--- config.mk ---
export PLATFORM = sky130hd
export DESIGN_NAME = core_mem_responder
export DESIGN_NICKNAME = d
export VERILOG_FILES = /design/src/rtl/core_mem_responder.sv
export SDC_FILE = /design/constraint.sdc
export NUM_CORES = 1
export LEC_CHECK = 0
export BUFFER_PORTS_ARGS = -buffer_cell sky130_fd_sc_hd__buf_4
export CAP_MARGIN = 20
export CORE_ASPECT_RATIO = 2
export CORE_MARGIN = 2
export CORE_UTILIZATION = 30
export DETAILED_ROUTE_END_ITERATION = 12
export PLACE_DENSITY = 0.58
export SLEW_MARGIN = 5
export SYNTH_ARGS = -nofsm -noshare
export SYNTH_HDL_FRONTEND = slang
export SYNTH_SLANG_ARGS = --single-unit
export TNS_END_PERCENT = 50
--- constraint.sdc ---
create_clock -name clk -period 2.15 [get_ports clk]
set_clock_uncertainty 0.1 [all_clocks]
set_input_delay 0.215 -clock clk [delete_from_list [all_inputs] [get_ports clk]]
set_output_delay 0.215 -clock clk [all_outputs]
set_load 0.01 [all_outputs]
--- src/rtl/core_mem_responder.sv ---
// Core data-memory responder: one outstanding core word request at a time, run as an Avalon-MM master transfer.
// Optional range check on the word address is compiled in with `define CORE_MEM_BOUNDS_EN.
module core_mem_responder #(
  parameter int unsigned TIMEOUT_CYCLES = 1024,
  parameter logic [29:0] BASE_WORD      = 30'h0,
  parameter logic [30:0] SIZE_WORDS     = 31'h4000_0000
) (
  input  logic        clk,
  input  logic        rst,
  input  logic        mem_start,
  input  logic        mem_write,
  input  logic [29:0] mem_addr,
  input  logic [31:0] mem_data_wr,
  input  logic [3:0]  mem_data_be,
  output logic        mem_ready,
  output logic        mem_fault,
  output logic [31:0] mem_data_rd,
  output logic [31:0] avl_address,
  output logic        avl_read,
  output logic        avl_write,
  output logic [31:0] avl_writedata,
  output logic [3:0]  avl_byteenable,
  input  logic        avl_waitrequest,
  input  logic [31:0] avl_readdata,
  input  logic        avl_readdatavalid,
  input  logic [1:0]  avl_response
);

  typedef enum logic [1:0] {IDLE, ISSUE, RDWAIT} state_t;

`ifdef CORE_MEM_BOUNDS_EN
  localparam bit BOUNDS_EN = 1'b1;
`else
  localparam bit BOUNDS_EN = 1'b0;
`endif

  localparam bit          TMO_EN   = (TIMEOUT_CYCLES != 0);
  localparam logic [15:0] TMO_LAST = 16'(TIMEOUT_CYCLES - 32'd1);

  state_t      state_q, state_d;
  logic [15:0] tmo_cnt_q, tmo_cnt_d;
  logic        discard_q, discard_d;
  logic        mem_ready_q, mem_ready_d;
  logic        mem_fault_q, mem_fault_d;
  logic [31:0] mem_data_rd_q, mem_data_rd_d;
  logic [31:0] avl_address_q, avl_address_d;
  logic        avl_read_q, avl_read_d;
  logic        avl_write_q, avl_write_d;
  logic [31:0] avl_writedata_q, avl_writedata_d;
  logic [3:0]  avl_byteenable_q, avl_byteenable_d;

  logic [29:0] range_off;
  logic        out_of_range;
  logic        tmo_hit;

  // The window size is one bit wider than the address so a full 2^30-word window is expressible.
  assign range_off    = mem_addr - BASE_WORD;
  assign out_of_range = BOUNDS_EN && ({1'b0, range_off} >= SIZE_WORDS);
  assign tmo_hit      = TMO_EN && (tmo_cnt_q == TMO_LAST);

  always_comb begin
    state_d          = state_q;
    tmo_cnt_d        = tmo_cnt_q;
    discard_d        = discard_q;
    mem_ready_d      = 1'b0;
    mem_fault_d      = 1'b0;
    mem_data_rd_d    = mem_data_rd_q;
    avl_address_d    = avl_address_q;
    avl_read_d       = avl_read_q;
    avl_write_d      = avl_write_q;
    avl_writedata_d  = avl_writedata_q;
    avl_byteenable_d = avl_byteenable_q;

    // A beat belonging to a timed-out read is swallowed wherever it shows up.
    if (avl_readdatavalid && discard_q) begin
      discard_d = 1'b0;
    end

    case (state_q)
      IDLE: begin
        if (mem_start) begin
          if (out_of_range) begin
            mem_ready_d = 1'b1;
            mem_fault_d = 1'b1;
          end else begin
            state_d          = ISSUE;
            tmo_cnt_d        = 16'd0;
            avl_address_d    = {mem_addr, 2'b00};
            avl_read_d       = ~mem_write;
            avl_write_d      = mem_write;
            avl_writedata_d  = mem_data_wr;
            avl_byteenable_d = mem_write ? mem_data_be : 4'b1111;
          end
        end
      end
      ISSUE: begin
        tmo_cnt_d = tmo_cnt_q + 16'd1;
        if (!avl_waitrequest) begin
          avl_read_d  = 1'b0;
          avl_write_d = 1'b0;
          if (avl_write_q) begin
            mem_ready_d = 1'b1;
            mem_fault_d = (avl_response != 2'b00);
            state_d     = IDLE;
          end else begin
            state_d = RDWAIT;
          end
        end else if (tmo_hit) begin
          avl_read_d  = 1'b0;
          avl_write_d = 1'b0;
          mem_ready_d = 1'b1;
          mem_fault_d = 1'b1;
          state_d     = IDLE;
        end
      end
      RDWAIT: begin
        tmo_cnt_d = tmo_cnt_q + 16'd1;
        if (avl_readdatavalid && !discard_q) begin
          mem_ready_d = 1'b1;
          state_d     = IDLE;
          if (avl_response == 2'b00) begin
            mem_data_rd_d = avl_readdata;
          end else begin
            mem_fault_d = 1'b1;
          end
        end else if (tmo_hit) begin
          mem_ready_d = 1'b1;
          mem_fault_d = 1'b1;
          discard_d   = 1'b1;
          state_d     = IDLE;
        end
      end
      default: state_d = IDLE;
    endcase
  end

  always_ff @(posedge clk) begin
    if (rst) begin
      state_q          <= IDLE;
      tmo_cnt_q        <= 16'd0;
      discard_q        <= 1'b0;
      mem_ready_q      <= 1'b0;
      mem_fault_q      <= 1'b0;
      mem_data_rd_q    <= 32'd0;
      avl_address_q    <= 32'd0;
      avl_read_q       <= 1'b0;
      avl_write_q      <= 1'b0;
      avl_writedata_q  <= 32'd0;
      avl_byteenable_q <= 4'd0;
    end else begin
      state_q          <= state_d;
      tmo_cnt_q        <= tmo_cnt_d;
      discard_q        <= discard_d;
      mem_ready_q      <= mem_ready_d;
      mem_fault_q      <= mem_fault_d;
      mem_data_rd_q    <= mem_data_rd_d;
      avl_address_q    <= avl_address_d;
      avl_read_q       <= avl_read_d;
      avl_write_q      <= avl_write_d;
      avl_writedata_q  <= avl_writedata_d;
      avl_byteenable_q <= avl_byteenable_d;
    end
  end

  assign mem_ready      = mem_ready_q;
  assign mem_fault      = mem_fault_q;
  assign mem_data_rd    = mem_data_rd_q;
  assign avl_address    = avl_address_q;
  assign avl_read       = avl_read_q;
  assign avl_write      = avl_write_q;
  assign avl_writedata  = avl_writedata_q;
  assign avl_byteenable = avl_byteenable_q;

endmodule

# == After elaboration in Yosys (flattened, before gate mapping) ==
# Index checks and enable logic that the tools add are counted.
# W data, S select, Z words.
# op_classes
n_eq_ne,5
bitwise,1
n_reduce_logical,13
muxes,29
add_sub_neg,1
# ops
op,n
$pmux W16 S2,1
$add A16 B1 Y16 const B,1
$eq A16 B10 Y1 const B,1
$mux W1,16
$mux W16,1
$mux W2,5
$pmux W1 S2,4
$pmux W2 S3,1
$reduce_and A3 Y1,2
$reduce_bool A2 Y1,3
$logic_not A2 Y1,2
$mux W4,1
$reduce_and A2 Y1,2
$ne A3 B3 Y1 const B,1
$eq A2 B1 Y1 const B,1
$eq A2 B2 Y1 const B,1
$logic_and A1 B1 Y1,2
$ne A2 B2 Y1 const B,1
$reduce_or A2 Y1,1
$logic_not A1 Y1,1
$not A1 Y1,1
# word_totals
inputBits,106
reg_bits,121
word_cells,60
out_inout_bits,104

# == Longest topological paths before layout ==
# Gate-level depths: netlist of run 1.
# logic_depth
ltp_word,5
ltp_mapped,8
mapped_depth_nobuf,6

# == Least setup slack after synthesis of run 1 ==
# Ideal clock, no wire load.
# synth_timing
path_type,reg-to-reg
from,reg state_q[0]
to,reg tmo_cnt_q[14]
slack_ns,-0.039
period_less_slack_ns,2.189
stages_incl_launch_ff,9
required_ns,1.979
arrival_ns,2.018
n_path_buf,2
path_cell_list,dfxtp_1 inv_1 ha_1 nor2b_4 buf_6 or3_1 buf_2 or4_1 a21oi_1
# synth_between
elab_chain_len,4
# synth_rtl
element,line_no,source
"start, declared",40,"state_t state_q, state_d;"
"start signal, assigned",151,state_q <= state_d;
$eq A2 B2 Y1 or $eq A2 B1 Y1 (tied branches),79,case (state_q)
$reduce_or A2 Y1 (no line),--,
$reduce_bool A2 Y1 (no line),--,
$reduce_and A2 Y1 (no line),--,
"end signal, assigned",152,tmo_cnt_q <= tmo_cnt_d;
"end, declared",41,"logic [15:0] tmo_cnt_q, tmo_cnt_d;"
# Several ways; a longest one is shown, not always the timed one.
# A chain may end at the register's enable or synchronous reset.

# == Final worst setup path of run 1 ==
# layout_timing
from,reg state_q[0]
to,reg tmo_cnt_q[12]
# The elaborated chain is that of the path after synthesis.

==> key figures, run 1 <==
Outcome
  • Status: completed

Setup path
  • Capturing point of the worst reg2reg path: tmo_cnt_q[12]
  • Critical-path cell list: inv_1 > ha_2 > nor2b_4 > or3_4 > or4_1 > a21oi_1
  • Critical Path AT: around 2.3 ns
  • Critical path fanouts, max: 5
  • Slowest stage cell, crit path: or4_1
  • Cells on worst reg2reg path: 6
  • Worst endpoint required time: ~2.4 ns
  • Critical path class: reg2reg
  • Worst R2R Start: state_q[0]
  • Critical Path End Type: flip-flop
  • Startpoint type of the worst setup path: flip-flop
  • Worst reg2reg setup slack: 0.09 ns
  • Critical Path Max Stage Delay: approximately 0.52 ns

Power and ir drop
  • Design Power: 6.06 mW
  • Clock power share: 46.2%
  • Switching share of power: 24.9%
  • PwrDens: 759 nW/um2
  • Sequential power share: 39.6%
  • Leakage power: between 3 and 4 nW
  • Logic gate share of total power: 14.2%
  • Peak VDD IR: between 0.5 and 0.6 mV
  • Switching power: roughly 1.5 mW
  • Int Power: 4.55 mW

Yosys
  • Synth Warn #: 0
  • Number of flops mapped to enable cells by yosys: 0
  • Seq/Total Area, Yosys: 52.8%
  • Top FF cell, synth: dfxtp_1
  • Synth cell types: 38
  • Async S/R FF share, synth: 0%
  • Avg Cell Area, Syn: 7.93 um2
  • Post-Synthesis Cells: 579
  • Synth Cell Area: 4590 um2
  • Flops & latches, synth: 121

STA
  • Max Clk Rate: 0.487 GHz
  • Final Hold Viols: 0
  • Actual slew at the worst max-slew pin: 0.590 ns
  • Setup TNS: 0 ns
  • Max Slew Vio Count: 0
  • Final min period: 2.06 ns
  • Final Setup Violations: 0
  • WHS: 0.0344 ns
  • Final period utilization: 95.6%
  • Relative slew margins: 60.7%
  • RSZ-0062 raised after global routing: no

Floorplanning
  • Initial core utilization: 30.3%
  • Die height: 179 um
  • I/O pin cnt: 210
  • Total die area: approximately 16000 um2
  • Core area: 15100 um2
  • Std cell rows: 64
  • Die W: 91.5 um

Clock network
  • Inserted Clock Buffers: 17
  • Max Root-Sink Buffers: 2
  • CTS Sinks: ~120
  • H-tree depth: 4
  • Setup repair bufs after CTS: 0
  • Clk root buf: clkbuf_16
  • CTS tree: done
  • CTS clk-pin slew, worst paths: 0.05 ns
  • Clk Latency, worst-skew pair: between 0.4 and 0.5 ns

Finish
  • Fin nets: around 990
  • FILL cells: 1334
  • Multi-input logic area: 1990 um2
  • Register Area: 2420 um2
  • N_diodes: 0
  • Share of cells above drive strength 1: 29.4%
  • Non-Filler Instances: 1092
  • Most frequent cells in the layout: buf_4 (220), nand2_1 (196), dfxtp_1 (120), a21oi_1 (105), dlygate4sd3_1 (100)
  • Synth-to-Final Area Change: 73.9%
  • Most common cell after layout, fill and taps aside: buf_4

GRT
  • Global-route wire length before repair: 23000 um
  • GRT Total Usage: about 17%
  • Vias in the first global route: 4880
  • Initial antenna violation count: 0
  • Largest net degree at the start of global routing: 67
  • Grt total ovfl: 0

Detailed routing
  • Violation count after the first detailed-route iteration: between 150 and 200
  • Drt wl/cell: 13.2 um
  • Antenna Violating Nets Remaining: 0
  • Router iterations before antenna repair: 4
  • Via count: 4980
  • Post-Route WL: 14400 um
  • DRC errors left: 0
  • Via density: roughly 4.6

Hold path
  • Worst hold path class: in2reg
  • Hold path depth: 3
  • HP Start: avl_readdata[1]
  • Worst hold endpoint: mem_data_rd[1]

Placement
  • IO buf count: 207
  • Placed Instances: 960
  • Routability congestion estimate: 0.784
  • Post-detail-place hpwl: roughly 9000 um

Flow run
  • Max Cap Violations: 0
==> cell type report <==
cell class	count	share of cell area, %
Timing Repair Buffer	322	33.7
Sequential cell	121	30.4
Inverter	10	0.470
Clock buffer	18	5.50
Multi-Input combinational cell	409	24.9
Clock inverter	14	1.88
Tap cell	198	3.10
==> critical path: cells and delay by family, from the launching register on <==
family | cells | cell delay, ns
simple gates | 3 | 1.04
flops | 1 | 0.39
fa+ha+maj | 1 | 0.20
compound gates | 1 | 0.16
buf+inv | 1 | 0.10
==> state kept, by name (all words and copies together), names as in the netlist <==
name	flops
mem_data_rd	32
avl_writedata	32
state_q	2
tmo_cnt_q	16
mem_fault	1
avl_address	30
avl_byteenable	4
avl_write	1
mem_ready	1
avl_read	1
discard_q	1
==> layer usage <==
| metal | share of wire, % | routed length, um | GRT usage, % |
|---|---|---|---|
| met5 | 0 | 0 | 0 |
| met4 | 1.4 | 208 | 6.25 |
| met3 | 9.8 | 1400 | 7.06 |
| met2 | 46 | 6680 | 27.9 |
| met1 | 42 | 6080 | 20.6 |
==> synthesized netlist by cell type (6+ instances only) <==
master,count,area [um2]
o31ai_1,12,90.1
nand2_1,197,739
xnor2_1,7,61.3
inv_1,10,37.5
a21oi_1,105,526
or4_1,7,52.6
nor4_1,6,37.5
nor2_1,17,63.8
clkbuf_1,33,124
dfxtp_1,121,2420
nand3_1,7,35.0
nor3_1,10,50.1
==> stage by stage <==
step	cell area, um2	util [%]	worst slack, ns
after CTS	7970	52.6	0.00894
final	7980	52.7	0.0948
after floorplan	4600	-	0.0130
after global routing	7980	52.7	0.00314
after global placement	6380	42.1	0.111
after detailed placement	6380	42.1	0.0343
==> timing repair <==
action | CTS | global route
gates resized for setup | 0 | 3
endpoints found under the hold margin | 101 | 0
endpoints found under the setup margin | 0 | 7
hold buffers | 100 | 0
==> kinds of logic after synthesis <==
kind of cell	after synthesis	synth area share (%)
flip-flops	121	52.8
adder cells (fa/ha/maj)	5	1.36
AND/OR/NAND/NOR	263	24.3
other	1	0.0817
buffers and inverters	50	4.47
XOR/XNOR	7	1.34
AO/OA/AOI/OAI	132	15.7
==> power by group through the flow <==
stage	clock network [mW]	logic, mW	registers [mW]
6_report	2.80	0.858	2.40
5_1_grt	2.96	0.939	2.41
4_1_cts	2.87	0.854	2.40
3_5_place_dp	0	0.706	2.44
3_3_place_gp	0	0.707	2.44
2_1_floorplan	0	0.272	2.48
==> how the worst max path moves through the flow <==
stage,from,endpoint,cells after the start
after floorplan,state_q[0],tmo_cnt_q[14],8
after global placement,tmo_cnt_q[0],avl_write,6
after detailed placement,tmo_cnt_q[0],avl_write,6
after CTS,tmo_cnt_q[0],avl_write,6
after global routing,state_q[0],tmo_cnt_q[9],7
final,state_q[0],tmo_cnt_q[12],6
Power figures use the tool's default switching activity.
==> run 2: changes to the inputs <==
--- a/config.mk
+++ b/config.mk
@@ -12,6 +12,7 @@
 export CORE_UTILIZATION = 30
 export DETAILED_ROUTE_END_ITERATION = 12
 export PLACE_DENSITY = 0.58
+export SETUP_SLACK_MARGIN = 0.4
 export SLEW_MARGIN = 5
 export SYNTH_ARGS = -nofsm -noshare
 export SYNTH_HDL_FRONTEND = slang
==> run 2 against run 1 <==
Worst hold slack gained 0.0023 ns. Combinational power grew 8.4%. Critical path type unchanged. Setup slack gained 0.18 ns. Clock power grew 5%. Highest routed layer unchanged. Sequential power is essentially flat. Via count grew 5.3%. Die area is the same.
==> key figures, run 2 (same netlist as run 1, synthesis figures left out) <==
Detailed routing
  • Via density: around 4.7
  • Violation count after the first detailed-route iteration: 195
  • DRC errors left: 0
  • Post-Route WL: 16800 um
  • Antenna Violating Nets Remaining: 0
  • Router iterations before antenna repair: 4
  • Via count: approximately 5200
  • Drt wl/cell: between 15 and 20 um

GRT
  • GRT Total Usage: 18.2%
  • Largest net degree at the start of global routing: 67
  • Global-route wire length before repair: 24200 um
  • Initial antenna violation count: 0
  • Vias in the first global route: just over 5000
  • Grt total ovfl: 0

Clock network
  • Clk root buf: clkbuf_16
  • Clk Latency, worst-skew pair: 0.40 ns
  • H-tree depth: 4
  • Max Root-Sink Buffers: 2
  • CTS Sinks: between 100 and 150
  • CTS clk-pin slew, worst paths: 0.05 ns
  • Inserted Clock Buffers: 17
  • CTS tree: done

Placement
  • Routability congestion estimate: 0.765
  • IO buf count: 207
  • Placed Instances: 955
  • Post-detail-place hpwl: 9290 um

Setup path
  • Critical path's top delay family: simple AND/OR/NAND/NOR gates
  • Slowest stage cell, crit path: nor3_4
  • Worst R2R Start: state_q[0]
  • Capturing point of the worst reg2reg path: mem_data_rd[11]
  • Critical Path Max Stage Delay: 0.38 ns
  • Startpoint type of the worst setup path: flip-flop
  • Cells on worst reg2reg path: 8
  • Critical Path End Type: flip-flop
  • Worst reg2reg setup slack: 0.27 ns
  • CP dominant cell by count: buf_6
  • Crit path buf inv count: 3
  • Worst endpoint required time: between 2 and 2.5 ns
  • Critical-path cell list: inv_2 > buf_6 > ha_4 > nand3b_1 > nor3_4 > buf_6 > nand2_1 > a21oi_1
  • Critical Path AT: 2.10 ns
  • Critical path class: reg2reg
  • Critical path fanouts, max: 8

Power and ir drop
  • Clock power share: between 40% and 50%
  • Leakage power: 3.69 nW
  • Logic gate share of total power: between 10% and 20%
  • Switching share of power: 25.0%
  • Peak VDD IR: between 0.5 and 0.6 mV
  • Int Power: 4.70 mW
  • PwrDens: 724 nW/um2
  • Sequential power share: 38.3%
  • Switching power: 1.57 mW

STA
  • Final period utilization: 87.3%
  • WHS: 0.0367 ns
  • Max Slew Vio Count: 0
  • Final Setup Violations: 0
  • Setup TNS: 0 ns
  • Actual slew at the worst max-slew pin: roughly 0.67 ns
  • Relative slew margins: a little under three fifths
  • Final Hold Viols: 0
  • RSZ-0062 raised after global routing: yes
  • Max Clk Rate: between 0.5 and 0.6 GHz
  • Final min period: 1.88 ns

Finish
  • Synth-to-Final Area Change: 88.8%
  • Most common cell after layout, fill and taps aside: buf_4
  • Non-Filler Instances: 1107
  • Core Util, Final: 57.3%
  • N_diodes: 0
  • Most frequent cells in the layout: buf_4 (224), nand2_1 (161), dfxtp_1 (115), dlygate4sd3_1 (99), a21oi_1 (73)
  • Fin nets: 1007
  • Share of cells above drive strength 1: 40.4%

Floorplanning
  • I/O pin cnt: between 200 and 250
  • Die W: 91.5 um
  • Initial core utilization: 30.3%
  • Total die area: 16400 um2
  • Std cell rows: between 60 and 70
  • Core area: 15100 um2
  • Die height: 179 um

Hold path
  • Worst hold endpoint: avl_read
  • Hold path depth: 3
  • Worst hold path class: in2reg
  • HP Start: mem_write

Outcome
  • Status: completed

Flow run
  • Max Cap Violations: 0
## run 2: cell count changes in the layout (fill, tap and decap cells not counted), sizes merged
cell         delta
buf            +14
clkbuf          +3
clkinv          -3
bufinv          +1
dlygate4sd3     -1
inv             +1
## run 2: power groups by stage
stage	Combinational, mW	Sequential [mW]	Clock [mW]
3_5_place_dp	0.717	2.45	0
5_1_grt	1.01	2.42	3.10
2_1_floorplan	0.277	2.49	0
3_3_place_gp	0.714	2.44	0
6_report	0.930	2.40	2.94
4_1_cts	0.883	2.40	3.00
## run 2: routing by layer
metal	part of all wire [%]	track usage (%)	wire length [um]	vias up
li1	-	-	-	2559
met3	8.2	6.85	1380	28
met5	0	0	0	-
met4	2.0	7.51	340	0
met2	49	30.2	8250	237
met1	41	20.8	6790	2419
## run 2: worst register-to-register path, cell delays in order, from the launching register on
cell and delay (ns):
dfxtp_2 0.34, inv_2 0.09, buf_6 0.11, ha_4 0.13, nand3b_1 0.15, nor3_4 0.38, buf_6 0.25, nand2_1 0.12
a21oi_1 0.14
## run 2: area by class of cell
type	count	area, um2
Tap cell	198	248
Multi-Input combinational cell	409	2430
Inverter	10	37.5
Fill cell	1262	6470
Clock buffer	19	443
Sequential cell	121	2430
Clock inverter	13	170
Timing Repair Buffer	337	2900
## run 2: how the worst max path moves through the flow
stage | to | cells past startpoint | startpoint
CTS | avl_write | 5 | tmo_cnt_q[0]
detailed placement | tmo_cnt_q[12] | 6 | state_q[0]
global route | mem_data_rd[11] | 8 | state_q[0]
global placement | tmo_cnt_q[12] | 6 | state_q[0]
finish | mem_data_rd[11] | 8 | state_q[0]
floorplan | tmo_cnt_q[10] | 8 | state_q[0]
## run 2: repair_timing
action | 4_1_cts | 5_1_grt
setup endpoints to repair | 14 | 93
cloned | 0 | 6
pin swaps | 8 | 36
resized for setup | 7 | 126
hold buffers | 99 | 0
buffers inserted | 11 | 4
hold endpoints to repair | 99 | 0
## run 2: through the flow
step	setup WS, ns	total power, mW	instance area, um2
floorplan	0.183	2.76	4640
global placement	0.233	3.16	6390
detailed placement	0.177	3.16	6390
CTS	0.275	6.28	8100
global route	0.200	6.53	8660
finish	0.273	6.27	8660
==> run 3: changes to the inputs <==
--- a/config.mk
+++ b/config.mk
@@ -11,10 +11,11 @@
 export CORE_MARGIN = 2
 export CORE_UTILIZATION = 30
 export DETAILED_ROUTE_END_ITERATION = 12
+export GPL_ROUTABILITY_DRIVEN = 0
+export HOLD_SLACK_MARGIN = 0.06
 export PLACE_DENSITY = 0.58
 export SETUP_SLACK_MARGIN = 0.4
 export SLEW_MARGIN = 5
 export SYNTH_ARGS = -nofsm -noshare
 export SYNTH_HDL_FRONTEND = slang
 export SYNTH_SLANG_ARGS = --single-unit
-export TNS_END_PERCENT = 50
==> run 3 against run 2 <==
Sequential share of layout area about the same. Global-route usage about the same. Combinational power rose by 0.8%. Die area unchanged. Largest power group unchanged. Final area grew 0.12%. Clock-buffer cell count is the same. Core utilization rose by 0.066 points.
==> key figures, run 3 (same netlist as run 1, synthesis figures left out) <==
Outcome
  • Status: completed

Power and ir drop
  • Peak VDD IR: 0.565 mV
  • Int Power: 4.71 mW
  • Logic gate share of total power: 14.9%
  • Switching share of power: 25.0%
  • Leakage power: 3.69 nW
  • Switching power: 1.57 mW
  • PwrDens: 724 nW/um2
  • Sequential power share: 38.3%
  • Design Power: around 6.3 mW
  • Clock power share: about 47%

Clock network
  • Clk root buf: clkbuf_16
  • CTS tree: done
  • CTS Sinks: around 120
  • CTS clk-pin slew, worst paths: roughly 0.05 ns
  • Clk Latency, worst-skew pair: 0.40 ns
  • Max Root-Sink Buffers: 2
  • Inserted Clock Buffers: 17
  • H-tree depth: 4

GRT
  • Initial antenna violation count: 0
  • Largest net degree at the start of global routing: 67
  • Global-route wire length before repair: 24200 um
  • Grt total ovfl: 0
  • Vias in the first global route: between 5000 and 6000
  • GRT Total Usage: 18.2%

Setup path
  • Critical path class: reg2reg
  • Critical Path AT: 2.09 ns
  • Critical path fanouts, max: 8
  • Critical Path Max Stage Delay: ~0.37 ns
  • Slowest stage cell, crit path: nor3_4
  • Worst endpoint required time: 2.38 ns
  • Critical-path cell list: inv_2 > buf_6 > ha_4 > nand3b_1 > nor3_4 > buf_6 > nand2_1 > a21oi_1
  • Startpoint type of the worst setup path: flip-flop
  • CP dominant cell by count: buf_6
  • Critical Path End Type: flip-flop

STA
  • Max Clk Rate: about 0.54 GHz
  • RSZ-0062 raised after global routing: yes
  • Final period utilization: roughly 87%
  • Max Slew Vio Count: 0
  • Final Setup Violations: 0
  • Setup TNS: 0 ns
  • Final Hold Viols: 0
  • Final min period: around 1.9 ns
  • Relative slew margins: 56.0%
  • Actual slew at the worst max-slew pin: 0.660 ns

Finish
  • N_diodes: 0
  • FILL cells: ~1300
  • Synth-to-Final Area Change: 89.0%
  • Share of cells above drive strength 1: around two fifths
  • Non-Filler Instances: between 1000 and 1500
  • Multi-input logic area: between 2000 and 2500 um2
  • Register Area: 2430 um2
  • Fin area: 8670 um2
  • Most common cell after layout, fill and taps aside: buf_4
  • Most frequent cells in the layout: buf_4 (225), nand2_1 (166), dfxtp_1 (115), dlygate4sd3_1 (104), a21oi_1 (72)
  • Fin nets: between 1000 and 1500

Floorplanning
  • Total die area: between 15000 and 20000 um2
  • Core area: about 15000 um2
  • I/O pin cnt: 210
  • Die height: 179 um
  • Initial core utilization: ~30%
  • Die W: 91.5 um
  • Std cell rows: 64

Detailed routing
  • Via density: around 4.7
  • DRC errors left: 0
  • Via count: around 5300
  • Drt wl/cell: 14.9 um
  • Antenna Violating Nets Remaining: 0
  • Violation count after the first detailed-route iteration: 169
  • Post-Route WL: 16600 um
  • Router iterations before antenna repair: 5

Placement
  • Placed Instances: 955
  • DP Area: 6390 um2
  • Post-detail-place hpwl: 9290 um
  • IO buf count: 207

Hold path
  • Worst hold path class: in2reg

Flow run
  • Max Cap Violations: 0
==> run 3: critical path, delay by kind of cell (launching register included) <==
| family | cells | cell delay (ns) |
|---|---|---|
| compound gates | 1 | 0.13 |
| flops | 1 | 0.34 |
| simple gates | 3 | 0.64 |
| fa+ha+maj | 1 | 0.13 |
| buf+inv | 3 | 0.44 |
==> run 3: path summary, 6_finish.rpt <==
path	startpoint	end	slack [ns]	cells past startpoint
max	state_q[0]	mem_data_rd[11]	0.29	8
min	avl_waitrequest	mem_ready	0.15	4
max reg2reg	state_q[0]	mem_data_rd[11]	0.29	8
min reg2reg	avl_address[14]	avl_address[14]	0.35	2
==> run 3: layout make-up <==
type	instances	area share, %
clock inverter	13	1.96
sequential	121	28.0
inverter	10	0.433
timing repair buffer	342	33.8
clock buffer	19	5.11
multi-input combinational	409	27.8
tap	198	2.86
==> run 3: power by group through the flow <==
| stage | Combinational (mW) | Sequential, mW | Clock [mW] |
|---|---|---|---|
| after floorplan | 0.277 | 2.49 | 0 |
| after detailed placement | 0.717 | 2.45 | 0 |
| after CTS | 0.891 | 2.40 | 3.00 |
| after global routing | 1.02 | 2.41 | 3.11 |
| after global placement | 0.714 | 2.44 | 0 |
| final | 0.937 | 2.40 | 2.94 |
==> run 3: layer usage <==
metal	vias up	global-route usage, %	wire length, um
met2	227	30.1	8130
li1	2566	-	-
met1	2440	21.0	6620
met5	-	0	0
met3	31	6.89	1410
met4	0	7.45	450
==> run 3: what timing repair did <==
action | in CTS | in global routing
setup endpoints to repair | 14 | 95
hold buffers | 104 | 0
buffers inserted | 11 | 5
pin swaps | 8 | 37
hold endpoints to repair | 104 | 0
cloned | 0 | 5
gates resized for setup | 9 | 117
==> run 3: per-stage QoR <==
| stage | hold WS (ns) | setup slack [ns] | util [%] |
|---|---|---|---|
| after floorplan | 0.251 | 0.183 | - |
| after global placement | 0.342 | 0.233 | 42.2 |
| after detailed placement | 0.347 | 0.177 | 42.2 |
| after CTS | 0.129 | 0.275 | 53.9 |
| after global routing | 0.171 | 0.214 | 57.3 |
| final | 0.146 | 0.288 | 57.3 |
